<file path="src/rtl/debounce_pkg.sv">
// Shared definitions for the button debounce bank: per-channel state encoding
// and default timing constants for the 100 MHz board clock.
package debounce_pkg;

    localparam int CLK_HZ            = 100_000_000;
    localparam int DEF_STABLE_CYCLES = 1_000_000;   // 10 ms
    localparam int DEF_HOLD_CYCLES   = 50_000_000;  // 500 ms
    localparam int DEF_REPEAT_CYCLES = 10_000_000;  // 100 ms

    typedef enum logic [1:0] {
        ST_IDLE    = 2'd0,
        ST_PRESSED = 2'd1,
        ST_HELD    = 2'd2
    } ch_state_e;

    // Width of a counter that must be able to hold the value max_count.
    function automatic int cnt_width(input int max_count);
        return (max_count < 1) ? 1 : $clog2(max_count + 1);
    endfunction

endpackage

</file>
<file path="src/rtl/debounce_channel.sv">
// One button channel: two-flop synchronizer, stable-level counter, and the
// press/hold/auto-repeat state machine.
module debounce_channel
    import debounce_pkg::*;
#(
    parameter int STABLE_CYCLES = DEF_STABLE_CYCLES,
    parameter int HOLD_CYCLES   = DEF_HOLD_CYCLES,
    parameter int REPEAT_CYCLES = DEF_REPEAT_CYCLES,
    parameter int REPEAT_EN     = 1
) (
    input  logic      clock,
    input  logic      resetn,
    input  logic      in_raw,
    output logic      level,
    output logic      press_pulse,
    output logic      release_pulse,
    output logic      repeat_pulse,
    output ch_state_e state
);

    localparam int SW = cnt_width(STABLE_CYCLES);
    localparam int HW = cnt_width(HOLD_CYCLES);
    localparam int RW = cnt_width(REPEAT_CYCLES);

    localparam logic [SW-1:0] STABLE_LAST = SW'(STABLE_CYCLES - 1);
    localparam logic [HW-1:0] HOLD_LAST   = HW'(HOLD_CYCLES - 1);
    localparam logic [HW-1:0] HOLD_MAX    = HW'(HOLD_CYCLES);
    localparam logic [RW-1:0] REPEAT_LAST = RW'(REPEAT_CYCLES - 1);

    logic          sync_meta;
    logic          sync;
    logic [SW-1:0] stab_cnt;
    logic [HW-1:0] hold_cnt;
    logic [RW-1:0] rep_cnt;
    logic          flip;
    logic          rise;
    logic          fall;

    always_ff @(posedge clock or negedge resetn) begin
        if (!resetn) begin
            sync_meta <= 1'b0;
            sync      <= 1'b0;
        end else begin
            sync_meta <= in_raw;
            sync      <= sync_meta;
        end
    end

    // The level flips on the edge where the disagreement has lasted
    // STABLE_CYCLES consecutive samples.
    assign flip = (sync != level) && (stab_cnt == STABLE_LAST);
    assign rise = flip && !level;
    assign fall = flip && level;

    always_ff @(posedge clock or negedge resetn) begin
        if (!resetn) begin
            stab_cnt      <= '0;
            level         <= 1'b0;
            press_pulse   <= 1'b0;
            release_pulse <= 1'b0;
        end else begin
            press_pulse   <= 1'b0;
            release_pulse <= 1'b0;
            if (sync != level) begin
                if (flip) begin
                    level         <= ~level;
                    stab_cnt      <= '0;
                    press_pulse   <= ~level;
                    release_pulse <= level;
                end else begin
                    stab_cnt <= stab_cnt + 1'b1;
                end
            end else begin
                stab_cnt <= '0;
            end
        end
    end

    // Hold/repeat state machine; a debounced release wins over any hold or
    // repeat event on the same edge so held falls together with level.
    always_ff @(posedge clock or negedge resetn) begin
        if (!resetn) begin
            state        <= ST_IDLE;
            hold_cnt     <= '0;
            rep_cnt      <= '0;
            repeat_pulse <= 1'b0;
        end else begin
            repeat_pulse <= 1'b0;
            case (state)
                ST_IDLE: begin
                    hold_cnt <= '0;
                    rep_cnt  <= '0;
                    if (rise) begin
                        state <= ST_PRESSED;
                    end
                end
                ST_PRESSED: begin
                    if (fall) begin
                        state    <= ST_IDLE;
                        hold_cnt <= '0;
                        rep_cnt  <= '0;
                    end else if (hold_cnt == HOLD_LAST) begin
                        state        <= ST_HELD;
                        hold_cnt     <= HOLD_MAX;
                        rep_cnt      <= '0;
                        repeat_pulse <= (REPEAT_EN != 0);
                    end else begin
                        hold_cnt <= hold_cnt + 1'b1;
                    end
                end
                ST_HELD: begin
                    if (fall) begin
                        state    <= ST_IDLE;
                        hold_cnt <= '0;
                        rep_cnt  <= '0;
                    end else if (rep_cnt == REPEAT_LAST) begin
                        rep_cnt      <= '0;
                        repeat_pulse <= (REPEAT_EN != 0);
                    end else begin
                        rep_cnt <= rep_cnt + 1'b1;
                    end
                end
                default: begin
                    state    <= ST_IDLE;
                    hold_cnt <= '0;
                    rep_cnt  <= '0;
                end
            endcase
        end
    end

endmodule

</file>
<file path="src/rtl/debounce_bank.sv">
// Bank of N_CH independent debounced buttons with press/release pulses,
// long-press detection and auto-repeat.
module debounce_bank
    import debounce_pkg::*;
#(
    parameter int N_CH          = 4,
    parameter int STABLE_CYCLES = DEF_STABLE_CYCLES,
    parameter int HOLD_CYCLES   = DEF_HOLD_CYCLES,
    parameter int REPEAT_CYCLES = DEF_REPEAT_CYCLES,
    parameter int REPEAT_EN     = 1
) (
    input  logic            clock,
    input  logic            resetn,
    input  logic [N_CH-1:0] in_raw,
    output logic [N_CH-1:0] level,
    output logic [N_CH-1:0] press_pulse,
    output logic [N_CH-1:0] release_pulse,
    output logic [N_CH-1:0] held,
    output logic [N_CH-1:0] repeat_pulse
);

    ch_state_e ch_state [N_CH];

    generate
        for (genvar i = 0; i < N_CH; i++) begin : g_ch
            debounce_channel #(
                .STABLE_CYCLES (STABLE_CYCLES),
                .HOLD_CYCLES   (HOLD_CYCLES),
                .REPEAT_CYCLES (REPEAT_CYCLES),
                .REPEAT_EN     (REPEAT_EN)
            ) u_ch (
                .clock         (clock),
                .resetn        (resetn),
                .in_raw        (in_raw[i]),
                .level         (level[i]),
                .press_pulse   (press_pulse[i]),
                .release_pulse (release_pulse[i]),
                .repeat_pulse  (repeat_pulse[i]),
                .state         (ch_state[i])
            );

            // held is a decode of the registered state, so it moves on the
            // same edges as the state machine.
            assign held[i] = (ch_state[i] == ST_HELD);
        end
    endgenerate

endmodule

</file>
<file path="config.mk">
export PLATFORM = sky130hd
export DESIGN_NAME = debounce_bank
export DESIGN_NICKNAME = d
export VERILOG_FILES = /design/src/rtl/debounce_pkg.sv /design/src/rtl/debounce_channel.sv /design/src/rtl/debounce_bank.sv
export SDC_FILE = /design/constraint.sdc
export NUM_CORES = 1
export LEC_CHECK = 0
export ABC_AREA = 1
export CORE_MARGIN = 4
export CORE_UTILIZATION = 34
export CTS_CLUSTER_DIAMETER = 50
export DETAILED_ROUTE_END_ITERATION = 16
export GPL_TIMING_DRIVEN = 0
export SYNTH_ARGS = -nofsm -noshare
export SYNTH_HDL_FRONTEND = slang
export SYNTH_SLANG_ARGS = --single-unit
</file>
<file path="constraint.sdc">
create_clock -name clock -period 3 [get_ports clock]
set_input_delay 0.3 -clock clock [delete_from_list [all_inputs] [get_ports clock]]
set_output_delay 0.3 -clock clock [all_outputs]
set_load 0.01 [all_outputs]
</file>
==> Word-level counts from Yosys, hierarchy flattened <==
Index checks and enable logic that the tools add are counted.
{ "totals": {"regBits": 312, "input_bits": 6, "output_inout_bits": 20, "wordCells": 220} }
{ "op_classes": {"n_addsub": 12, "eq_ne": 36, "n_mux": 100, "bitwise": 4, "n_reduce_logical": 28} }
{ "op_table": {"columns": ["operator", "n"], "rows": [
  ["2-to-1 mux 24 bit", 16],
  ["2-to-1 mux 26 bit", 12],
  ["one-hot mux 26 bit (2 select lines)", 4],
  ["one-hot mux 24 bit (2 select lines)", 4],
  ["2-to-1 mux 20 bit", 8],
  ["adder 26 x 1 -> 26 bit (second input constant)", 4],
  ["== test 26 bit (second input constant)", 4],
  ["adder 24 x 1 -> 24 bit (second input constant)", 4],
  ["== test 24 bit (second input constant)", 4],
  ["adder 20 x 1 -> 20 bit (second input constant)", 4],
  ["== test 20 bit (second input constant)", 4],
  ["2-to-1 mux 1 bit", 32],
  ["2-to-1 mux 2 bit", 16],
  ["one-hot mux 2 bit (3 select lines)", 4],
  ["!= test 2 x 1 -> 1 bit (second input constant)", 8],
  ["logical AND 1 bit", 12],
  ["!= test 3 x 1 -> 1 bit (second input constant)", 4],
  ["AND reduction 3 bit", 4],
  ["== test 2 x 1 -> 1 bit (second input constant)", 4],
  ["== test 2 bit (second input constant)", 4],
  ["logical NOT 2 bit", 4],
  ["one-hot mux 1 bit (2 select lines)", 4],
  ["AND reduction 2 bit", 4],
  ["logical NOT 1 bit", 4],
  ["2 further kinds", 8]
]} }

==> Longest topological paths before layout <==
{ "depth": {"word_depth": 5, "ltp_mapped": 12} }

==> Hierarchy <==
Synthesis repeated with hierarchy kept, for this count alone.
{ "hier_totals": {"hier_cells": 3083, "hier_area_um2": 20480.9} }
{ "by_module_without_submodules": {"columns": ["mod", "instances", "cells_per_inst", "area_each_um2", "seq_area_each_um2"], "rows": [
  ["debounce_channel at g_ch[1].u_ch ...", 2, 776, 5127.4, 1951.9],
  ["debounce_channel at g_ch[0].u_ch", 1, 775, 5132.4, 1951.9],
  ["debounce_channel at g_ch[3].u_ch", 1, 748, 5053.6, 1951.9],
  ["debounce_bank", 1, 8, 40.0, 0.0]
]} }

==> Least setup slack after synthesis <==
OpenSTA, ideal clock, no wires.
{ "synth_timing": {"path_type": "reg-to-reg", "from": "register g_ch[0].u_ch.hold_cnt[0]", "to": "register g_ch[0].u_ch.rep_cnt[15]", "t_arrival_ns": 1.553, "path_slack_ns": 1.328, "stages_incl_launch_ff": 12, "period_less_slack_ns": 1.672, "cell_sequence": "dfrtp_1 ha_1 nand3_1 nor2_2 nand2_1 inv_1 nand3_2 nand3_4 inv_2 buf_6 nand2_1 nand2_1"} }
{ "synth_via": {"elab_chain_cells": 2} }
{ "synth_rtl": {"columns": ["element", "line_no", "source"], "rows": [
  ["from (decl)", "debounce_channel.sv:33", "logic [HW-1:0] hold_cnt;"],
  ["from (signal assigned)", "debounce_channel.sv:108", "hold_cnt <= hold_cnt + 1'b1;"],
  ["== test 26 bit", "debounce_channel.sv:102", "end else if (hold_cnt == HOLD_LAST) begin"],
  ["!= test 3 x 1 -> 1 bit (no line)", null, null],
  ["to (signal assigned)", "debounce_channel.sv:120", "rep_cnt <= rep_cnt + 1'b1;"],
  ["to (decl)", "debounce_channel.sv:34", "logic [RW-1:0] rep_cnt;"]
]} }
Every way passes these cells.
A chain may end at the register's enable or synchronous reset.

==> Final worst setup path <==
{ "layout_timing": {"from": "register g_ch[0].u_ch.state[0]", "to": "output held[0]"} }
{ "layout_via": {"elab_chain_cells": 1} }
{ "layout_rtl": {"columns": ["element", "line_no", "source"], "rows": [
  ["from (decl)", "debounce_channel.sv:18", "output ch_state_e state"],
  ["from (signal assigned)", "debounce_channel.sv:83", "state <= ST_IDLE;"],
  ["from (signal assigned)", "debounce_channel.sv:94", "state <= ST_PRESSED;"],
  ["from (signal assigned)", "debounce_channel.sv:99", "state <= ST_IDLE;"],
  ["== test 2 bit", "debounce_bank.sv:44", "assign held[i] = (ch_state[i] == ST_HELD);"],
  ["to (decl)", "debounce_bank.sv:18", "output logic [N_CH-1:0] held,"]
]} }
Every way passes these cells.

==> results.json <==
{
  "fin_crit_ps": 2350,
  "antenna_found_initial": 0,
  "insertion_delay_ps": 600,
  "required_ps": 2700,
  "cp-start-kind": "flip-flop",
  "grt_max_degree": 115,
  "coreArea_um2": 56600,
  "dieArea_um2": 61400,
  "leakagePower_nw": 10.4,
  "port_buffers": 25,
  "dpl.hpwl_um": 32500,
  "gp_congestion": 0.871,
  "drc": 0,
  "clk_path_buf_depth": 3,
  "io_pins": 26,
  "hold_class": "in -> async",
  "synth.avg_cell_area_um2": 7.00,
  "p_total_mw": 10.6,
  "fmax_ghz": 0.426,
  "setup_viol": 0,
  "dieWidth_um": 248,
  "synth-seq-area-share": 0.399,
  "crit_path_end_kind": "primary output",
  "grt_pass1_vias": 16100,
  "finClkSkew_ps": 29.5,
  "layout-area-overhead-vs-synth_pct": 15.9,
  "cts_tree": "yes",
  "yosysUniqueCellTypes": 41,
  "rsz0062_at_grt": "no",
  "synth-edff-count": 0,
  "final_area_um2": 22700,
  "routedWlPerCell_um": 12.5,
  "clockRootBuffer": "clkbuf_16",
  "wl_um": 45900,
  "post_route_cells_drive_above_1_share": 0.0727,
  "timing.final.max_slew_violations": 0,
  "grt_overflow": 0,
  "gr-usage-met2": 0.234,
  "worstMarginPinSlew_ps": 695,
  "placed_area_um2": 20800,
  "synth.ff_latch_count": 312,
  "drtIter0Drc": 1048,
  "hold_viol_final": 0,
  "cts_made_buffers": 51,
  "synth_fp_nets": 2821,
  "clk_transition_reported_paths_ps": 60,
  "antenna_left": 0,
  "power_density_nw_per_um2": 467,
  "outcome": "finished clean",
  "die_h_um": 248,
  "firstDrtPassIters": 5,
  "worstPathMaxFanout": 7,
  "fillers": 5979,
  "period_share": 0.782,
  "final_nets": 2903,
  "vias": 17400,
  "use_met1": 0.219,
  "async_flop_share": 1.00,
  "yosysWarnings": 0,
  "cts.htree.levels": 2,
  "path_class": "reg -> out",
  "r2r_slack_ps": 970,
  "cts_resized": 0,
  "rows": 87,
  "syn_area_um2": 19500,
  "seqCellArea_um2": 7810,
  "setup-tns-final_ps": 0,
  "cts_num_sinks": 312,
  "grt_usage": 0.151,
  "synthCells": 2791,
  "grt_pass1_wl_um": 79300,
  "met3_usage": 0.0241,
  "peakVddDrop_mv": 0.414,
  "synthFlopType": "dfrtp_1",
  "multi_input_area_um2": 9970,
  "via_per_inst": 4.74,
  "arrival_ps": 2050,
  "busiest_layer": "met2",
  "max_slew_margin": 0.536,
  "antenna_cells": 0,
  "initial_core_util": 0.345,
  "drv_cap": 0
}
[per-layer routing]
layer,up-vias,routed length [um]
li1,9063,-
met1,8025,23200
met4,0,971
met3,69,1830
met5,-,0
met2,252,19900
[flip-flops by register name (all words and copies together) (netlist names)]
name	cells
g_ch.u_ch.level	4
g_ch.u_ch.state	8
g_ch.u_ch.repeat_pulse	4
g_ch.u_ch.hold_cnt	104
g_ch.u_ch.release_pulse	4
g_ch.u_ch.sync_meta	4
g_ch.u_ch.rep_cnt	96
g_ch.u_ch.stab_cnt	80
g_ch.u_ch.sync	4
g_ch.u_ch.press_pulse	4
[final timing paths]
check                                                     from                                     to  cells after the start
max                          g_ch[0].u_ch.state[0]$_DFFE_PN0P_                                held[0]                      3
min                                                     resetn    g_ch[3].u_ch.rep_cnt[3]$_DFFE_PN0P_                      2
max reg2reg                g_ch[2].u_ch.stab_cnt[11]$_DFF_PN0_  g_ch[2].u_ch.hold_cnt[12]$_DFFE_PN0P_                      8
min reg2reg                   g_ch[0].u_ch.sync_meta$_DFF_PN0_            g_ch[0].u_ch.sync$_DFF_PN0_                      0
max in group asynchronous                               resetn  g_ch[0].u_ch.hold_cnt[14]$_DFFE_PN0P_                      4
min in group clock                                   in_raw[1]       g_ch[1].u_ch.sync_meta$_DFF_PN0_                      1
[report_power, final]
group / leakage (nW) / internal, mW / total, mW / switching [mW]
registers: 4.33 / 4.23 / 4.24 / 0.0103
logic: 5.16 / 0.0378 / 0.164 / 0.126
clock network: 0.875 / 3.90 / 6.17 / 2.28
[critical path, stage by stage, from the launching register on]
cell and delay [ps]:
dfrtp_1 390, inv_1 90, ha_1 370, clkdlybuf4s50_1 610
[cells in the mapped netlist (all sizes together) (6+ instances only)]
cell type | instances | area, um2
nand4 | 97 | 667
xnor2 | 23 | 201
nor2 | 442 | 1740
inv | 329 | 1240
dfrtp | 312 | 7810
ha | 24 | 300
o21ai | 96 | 480
nor3b | 6 | 45.0
nand3b | 30 | 225
nand2 | 842 | 3220
xor2 | 99 | 867
o22ai | 6 | 37.5
buf | 57 | 487
clkbuf | 12 | 46.3
nor3 | 59 | 295
a31oi | 8 | 50.1
nand3 | 266 | 1380
a21oi | 63 | 315
[cells by family (layout without fill, tap and decap cells)]
family / after synthesis / in the layout / synth area share
simple gates: 1750 / 1750 / 0.390
buf+inv: 398 / 522 / 0.0906
flops: 312 / 312 / 0.399
compound gates: 185 / 185 / 0.0501
xor+xnor: 122 / 122 / 0.0547
fa+ha+maj: 24 / 24 / 0.0154
[cell usage in the layout, fill, tap and decap left out, drive strengths merged, types with 7 or more instances in the layout]
cell type,Yosys,layout
clkinv,0,15
nor3,59,59
o21ai,96,96
clkbuf,12,72
ha,24,24
nand3b,30,30
nand4,97,97
nand3,266,266
nor2,442,442
a31oi,8,8
bufinv,0,7
buf,57,61
nand2,842,842
inv,329,337
xor2,99,99
a21oi,63,63
xnor2,23,23
clkdlybuf4s50,0,24
dfrtp,312,312
[timing repair]
action	in CTS	in global routing
buffers inserted	0	0
hold buffers	1	0
hold endpoints to repair	230	0
[metrics by stage]
| stage | util | hold WS, ps | cells | setup WS (ps) |
|---|---|---|---|---|
| floorplan | - | 4.41 | 2791 | 1330 |
| global placement | 0.366 | 335 | 3572 | -12740 |
| detailed placement | 0.368 | 146 | 3575 | 988 |
| CTS | 0.400 | 63.0 | 3671 | 569 |
| global route | 0.400 | 103 | 3671 | 524 |
| finish | 0.400 | 125 | 3671 | 654 |
[final cells by class]
cell class,instances,area share
Sequential cell,312,0.345
Tap cell,756,0.0418
Clock inverter,35,0.0199
Multi-Input combinational cell,2081,0.440
Timing Repair Buffer,29,0.0154
Inverter,329,0.0546
Buffer,69,0.0235
Clock buffer,60,0.0600
No activity file was read; power rests on OpenSTA's default activity.
